--- src/rtl/parking_fee_accumulator_if.sv ---
// Payment handshake between the fee accumulator and the display/payment stage.
// The fee is held on ValueToPay while PayValid is high, until the payment stage answers with PayAck.
interface parking_fee_accumulator_if #(
   parameter int VALUE_W = 6
);
   logic [VALUE_W-1:0] ValueToPay;
   logic               PayValid;
   logic               PayAck;

   modport master (
      output ValueToPay,
      output PayValid,
      input  PayAck
   );

   modport slave (
      input  ValueToPay,
      input  PayValid,
      output PayAck
   );
endinterface

--- src/rtl/parking_fee_accumulator.sv ---
// Clocked parking tariff: edge-detected duration buttons build up saturating 30-minute units per client class.
// On Confirm the fee (units x client rate, clamped to the output width) is offered on the payment handshake.
module parking_fee_accumulator #(
   parameter int                             NUM_CLIENTS  = 2,
   parameter int                             UNIT_W       = 4,
   parameter int                             MAX_UNITS    = 8,
   parameter int                             RATE_W       = 3,
   parameter logic [NUM_CLIENTS*RATE_W-1:0]  CLIENT_RATES = {3'd2, 3'd1},
   parameter int                             VALUE_W      = 6
) (
   input  logic                    Clk,
   input  logic                    ResetN,
   input  logic [NUM_CLIENTS-1:0]  ClientSel,
   input  logic                    Button30Min,
   input  logic                    Button1Hour,
   input  logic                    Button2Hours,
   input  logic                    Confirm,
   input  logic                    Cancel,
   parking_fee_accumulator_if.master pay,
   output logic [UNIT_W-1:0]       Units,
   output logic                    SelError
);

   localparam int IDX_W  = (NUM_CLIENTS > 1) ? $clog2(NUM_CLIENTS) : 1;
   localparam int SUM_W  = UNIT_W + 3;
   localparam int PROD_W = UNIT_W + RATE_W;
   localparam int CMP_W  = (PROD_W > VALUE_W) ? PROD_W : VALUE_W;

   typedef enum logic [1:0] {
      IDLE,
      ACCUM,
      CALC,
      PAY
   } StateT;

   StateT              state, stateNext;
   logic [IDX_W-1:0]   clientIdx, clientIdxNext;
   logic [UNIT_W-1:0]  unitsReg, unitsNext;
   logic [VALUE_W-1:0] valueReg, valueNext;
   logic               payValidReg, payValidNext;
   logic               selErrReg, selErrNext;

   logic               b30Q, b1hQ, b2hQ, confirmQ;
   logic               rise30, rise1h, rise2h, riseConfirm;
   logic [2:0]         addUnits;
   logic [SUM_W-1:0]   sumWide;
   logic [UNIT_W-1:0]  satUnits;
   logic               selOneHot;
   logic [IDX_W-1:0]   selIdx;
   logic [RATE_W-1:0]  rate;
   logic [PROD_W-1:0]  prod;
   logic [CMP_W-1:0]   prodCmp, maxCmp;
   logic [VALUE_W-1:0] feeSat;

   // Previous input levels are captured even in reset, so a button held through reset never looks like a press.
   always_ff @(posedge Clk) begin
      b30Q     <= Button30Min;
      b1hQ     <= Button1Hour;
      b2hQ     <= Button2Hours;
      confirmQ <= Confirm;
   end

   assign rise30      = Button30Min  & ~b30Q;
   assign rise1h      = Button1Hour  & ~b1hQ;
   assign rise2h      = Button2Hours & ~b2hQ;
   assign riseConfirm = Confirm      & ~confirmQ;

   // Bit weights 1/2/4 make the concatenation the unit increment directly.
   always_comb begin
      addUnits  = {rise2h, rise1h, rise30};
      sumWide   = SUM_W'(unitsReg) + SUM_W'(addUnits);
      satUnits  = (sumWide > SUM_W'(MAX_UNITS)) ? UNIT_W'(MAX_UNITS) : UNIT_W'(sumWide);
      selOneHot = (ClientSel != '0) &&
                  ((ClientSel & (ClientSel - NUM_CLIENTS'(1))) == '0);
      selIdx    = '0;
      for (int i = 0; i < NUM_CLIENTS; i++) begin
         if (ClientSel[i]) selIdx = IDX_W'(i);
      end
      rate = '0;
      for (int i = 0; i < NUM_CLIENTS; i++) begin
         if (clientIdx == IDX_W'(i)) rate = CLIENT_RATES[i*RATE_W +: RATE_W];
      end
      prod    = PROD_W'(unitsReg) * PROD_W'(rate);
      prodCmp = CMP_W'(prod);
      maxCmp  = CMP_W'({VALUE_W{1'b1}});
      feeSat  = (prodCmp > maxCmp) ? VALUE_W'(maxCmp) : VALUE_W'(prodCmp);
   end

   // Transaction sequencing; Cancel wins over everything else sampled while accumulating.
   always_comb begin
      stateNext     = state;
      clientIdxNext = clientIdx;
      unitsNext     = unitsReg;
      valueNext     = valueReg;
      payValidNext  = payValidReg;
      selErrNext    = 1'b0;
      unique case (state)
         IDLE: begin
            if (selOneHot) begin
               clientIdxNext = selIdx;
               unitsNext     = '0;
               stateNext     = ACCUM;
            end else if (ClientSel != '0) begin
               selErrNext = 1'b1;
            end
         end
         ACCUM: begin
            if (Cancel) begin
               unitsNext = '0;
               stateNext = IDLE;
            end else begin
               unitsNext = satUnits;
               if (riseConfirm && (satUnits != '0)) stateNext = CALC;
            end
         end
         CALC: begin
            valueNext    = feeSat;
            payValidNext = 1'b1;
            stateNext    = PAY;
         end
         PAY: begin
            if (pay.PayAck) begin
               valueNext    = '0;
               payValidNext = 1'b0;
               unitsNext    = '0;
               stateNext    = IDLE;
            end
         end
         default: stateNext = IDLE;
      endcase
   end

   always_ff @(posedge Clk) begin
      if (!ResetN) begin
         state       <= IDLE;
         clientIdx   <= '0;
         unitsReg    <= '0;
         valueReg    <= '0;
         payValidReg <= 1'b0;
         selErrReg   <= 1'b0;
      end else begin
         state       <= stateNext;
         clientIdx   <= clientIdxNext;
         unitsReg    <= unitsNext;
         valueReg    <= valueNext;
         payValidReg <= payValidNext;
         selErrReg   <= selErrNext;
      end
   end

   assign pay.ValueToPay = valueReg;
   assign pay.PayValid   = payValidReg;
   assign Units          = unitsReg;
   assign SelError       = selErrReg;

endmodule

--- src/flat_wrapper.sv ---
// flat-port wrapper written by rule: the top's interface ports become plain ports
module parking_fee_accumulator_flat 
#(
   parameter int                             NUM_CLIENTS  = 2,
   parameter int                             UNIT_W       = 4,
   parameter int                             MAX_UNITS    = 8,
   parameter int                             RATE_W       = 3,
   parameter logic [NUM_CLIENTS*RATE_W-1:0]  CLIENT_RATES = {3'd2, 3'd1},
   parameter int                             VALUE_W      = 6
)
  (Clk, ResetN, ClientSel, Button30Min, Button1Hour, Button2Hours, Confirm, Cancel, Units, SelError, pay_ValueToPay, pay_PayValid, pay_PayAck);
  parking_fee_accumulator_if #(.VALUE_W(VALUE_W)) pay_i ();
  input  logic Clk;
  input  logic ResetN;
  input  logic [NUM_CLIENTS-1:0] ClientSel;
  input  logic Button30Min;
  input  logic Button1Hour;
  input  logic Button2Hours;
  input  logic Confirm;
  input  logic Cancel;
  output logic [UNIT_W-1:0] Units;
  output logic SelError;
  output wire logic [$bits(pay_i.ValueToPay)-1:0] pay_ValueToPay;
  output wire logic [$bits(pay_i.PayValid)-1:0] pay_PayValid;
  input wire logic [$bits(pay_i.PayAck)-1:0] pay_PayAck;
  assign pay_ValueToPay = pay_i.ValueToPay;
  assign pay_PayValid = pay_i.PayValid;
  assign pay_i.PayAck = pay_PayAck;
  parking_fee_accumulator #(.NUM_CLIENTS(NUM_CLIENTS), .UNIT_W(UNIT_W), .MAX_UNITS(MAX_UNITS), .RATE_W(RATE_W), .CLIENT_RATES(CLIENT_RATES), .VALUE_W(VALUE_W)) u_core (.Clk(Clk), .ResetN(ResetN), .ClientSel(ClientSel), .Button30Min(Button30Min), .Button1Hour(Button1Hour), .Button2Hours(Button2Hours), .Confirm(Confirm), .Cancel(Cancel), .pay(pay_i), .Units(Units), .SelError(SelError));
endmodule
--- config.mk ---
export PLATFORM = sky130hd
export DESIGN_NAME = parking_fee_accumulator_flat
export DESIGN_NICKNAME = d
export VERILOG_FILES = /design/src/rtl/parking_fee_accumulator_if.sv /design/src/rtl/parking_fee_accumulator.sv /design/src/flat_wrapper.sv
export SDC_FILE = /design/constraint.sdc
export NUM_CORES = 1
export LEC_CHECK = 0
export CORE_MARGIN = 2
export CORE_UTILIZATION = 46
export CTS_BUF_LIST = sky130_fd_sc_hd__clkbuf_8
export CTS_CLUSTER_DIAMETER = 80
export CTS_CLUSTER_SIZE = 25
export DETAILED_ROUTE_END_ITERATION = 8
export MAX_ROUTING_LAYER = met4
export PLACE_DENSITY = 0.77
export SLEW_MARGIN = 20
export SYNTH_ARGS = -nofsm -noshare
export SYNTH_HDL_FRONTEND = slang
export SYNTH_SLANG_ARGS = --single-unit
--- constraint.sdc ---
create_clock -name Clk -period 1.7 [get_ports Clk]
set_input_delay 0.255 -clock Clk [delete_from_list [all_inputs] [get_ports Clk]]
set_output_delay 0.255 -clock Clk [all_outputs]
set_load 0.05 [all_outputs]
==> impl_results.md <==
- Global route overflow: 0
- Tmin final: around 1800 ps
- Status: complete, but fails checks
- Final worst-path cycle share: 108%
- Post-Syn Nets: about 120
- Worst hold start: Button30Min
- Port Buf Inserts: 21
- Worst-path fanout max: 3
- CTS Hold Buffers Added: 0
- Tightest Hold Check Type: primary input to flop
- Max-slew violations: 0
- Seq cells post-synth: 19
- Post-route cell area: 1360 um2
- Antenna Nets Post-Route: 0
- Area delta synth->final: 44.3%
- Max_cap viols: 0
- Complex-gate fraction of the synthesized area: ~17%
- RSZ-0062 raised after global routing: true
- Die Ht: 49.2 um
- Clock H-tree levels: 1
- Setup Skew: between 1.5 and 2 ps
- Clk slew on worst S/H paths: around 70 ps
- Simple-gate share of the synthesized area: 23.1%
- Vias/cell: 5.23
- Arrival time at the worst endpoint: around 2000 ps
- Cells after Synth: around 110
- DRT Pass-1 Iters: 4
- Reg2reg start: u_core.b30Q
- Initial detailed-routing violation count: 13
- Final hold viol count: 0
- Sequential-to-total area share from yosys stat: around two fifths
- Die W: approximately 50 um
- I/O pins: 22
- FP Rows: 16
- Area leader, netlist: dfxtp_1
- Initial Util: 48.5%
- Die area: between 2000 and 2500 um2
- Vias in the first global route: roughly 850
- Leak: around 0.00060 uW
- Crit path required time: around 1800 ps
- Failing checks: setup timing
- Post-DP Area: between 1000 and 1500 um2
- Critical Path Source: u_core.b30Q
- Top cell type's share of synthesized area: between 40% and 50%
- Deepest clock path buffer count: 2
- Diode count: 0
- Syn Area/Cell: 8.88 um2
- Clk sinks: 19
- CTS Root Buffer Type: clkbuf_8
- Setup slack after layout: -134 ps
- Worst Path Class, Setup: flop to flop
- Post-synthesis mux area share: under 10%
- Initial antenna violation count: 0
- Hold slack: 252 ps
- Adder-Cell Fraction of Synth Area: slightly below 9%
- Wire per inst: between 10 and 15 um
- First-pass GRT wire length: around 3700 um
- Xor-xnor portion of the synthesized cell area: under 10%
- Critical path endpoint category: flop
- Layout cells sized above 1: roughly a third
- GRT Util Overall: around a fifth
- Final RePlAce weighted congestion: around 0.8
- Peak supply drop: around 460 uV
- Total core area: roughly 1900 um2
- Vias: roughly 900
- Hpwl dp: ~1600 um
- Largest net degree at the start of global routing: 12
- Synth warnings: 0
- CTS tree: yes
- Synth unique cells: 34
- Dominant combinational cell family by area after synthesis: simple AND/OR/NAND/NOR gates
- Placed cells: around 160
- Final Non-Filler Cells: about 170
- Worst skew pair latency: 250 ps
- PD cells: between 600 and 700 nW/um2
- Synthesized area: 941 um2
- DRC viols: 0
- Synth top area cells: dfxtp_1 (40%), ha_1 (6.6%), nor2_1 (6.0%)
- Nets: ~160
- Final setup fails: 5
- Final WL: 2160 um
- TritonCTS Buffers: 3
- Startpoint types: flop
- Peak Freq: roughly 550 MHz
## cells in the mapped netlist
master	number
fa_1	1
dfxtp_1	19
mux2i_1	2
o31a_1	1
nand3_1	3
a22oi_1	3
buf_4	1
nor3_1	3
a21oi_1	6
o221a_2	1
clkbuf_1	1
ha_1	5
nand2b_1	1
conb_1	1
buf_2	1
nand3b_1	2
and3_1	1
xnor2_1	2
o21ai_1	3
a221oi_1	1
o31ai_1	2
nor3_2	1
o211a_1	1
mux2_2	2
a211oi_1	1
inv_1	5
nor2_1	15
nand4b_1	1
nor2b_1	7
a32oi_1	2
or4_1	1
nand2_1	7
a21o_1	2
nor3b_1	1
## where the power goes
part | switching [uW] | internal [uW]
Clock | 145 | 160
Sequential | 14.9 | 458
Combinational | 79.1 | 83.9
Total | 239 | 702
## cells in the final DEF (no fill, tap or decap), drive strengths merged, types with 3 or more instances in the layout
cell	synthesis	final
dfxtp	19	19
nand2	7	7
clkdlybuf4s50	0	7
buf	2	26
ha	5	5
clkbuf	1	3
nor3	4	4
o21ai	3	3
inv	5	6
nor2b	7	7
a22oi	3	3
nand3	3	3
nor2	15	15
a21oi	6	6
## worst max-delay path, cell delays in order, from the launching register on
cell      delay, ps
dfxtp_2         340
nor2b_4          40
ha_4            160
fa_2            580
nor2_4           50
a221oi_2        210
o221a_2         270
o31ai_1          70
## layout make-up
class                      count  area, um2
inverter                       5       18.8
clock inverter                 1       3.75
multi-input combinational     79        586
timing repair buffer          35        287
fill                         164        584
sequential                    19        388
clock buffer                   3       41.3
tap                           27       33.8
## through the flow
stage	power [uW]	utilization (%)	setup TNS (ps)	setup slack [ps]
after CTS	939	68.2	-512	-175
final	941	69.9	-478	-134
after global placement	628	64.8	-2830	-570
after floorplan	573	-	-166	-62.7
after detailed placement	632	64.8	-3240	-676
after global routing	982	69.9	-882	-207
## cell families after synthesis
kind of cell | count (synthesis)
DFF | 19
adders and majority gates | 6
muxes | 4
AOI/OAI and AO/OA | 23
xor gates and xnor gates | 2
buffers and inverters | 8
and+or+nand+nor | 43
other | 1
## what timing repair did
action,CTS,global route
buffers inserted,0,3
setup endpoints to repair,6,5
pin swaps,8,8
resized for setup,9,3
cloned,0,0
## registers in the layout (all words and copies together) (netlist names), named ones only
register,cells
u_core.SelError,1
u_core.Units,4
u_core.b1hQ,1
u_core.b2hQ,1
u_core.b30Q,1
u_core.clientIdx,1
u_core.confirmQ,1
u_core.pay.PayValid,1
u_core.pay.ValueToPay,6
u_core.state,1
## worst paths after layout
check                              to  slack [ps]  cells past startpoint
min                       u_core.b30Q         250                      1
min reg2reg  u_core.pay.ValueToPay[4]         490                      2
max                   u_core.Units[2]        -130                      7
max reg2reg           u_core.Units[2]        -130                      7
## per-layer routing
metal  vias to the layer above  track usage [%]  wire length, um
met5                         -                -                0
met4                         0             2.86                7
met3                         2             3.37               60
met2                        12             34.0             1080
met1                       424             24.3             1010
li1                        446                -                -
(Power assumes the default switching activity.)
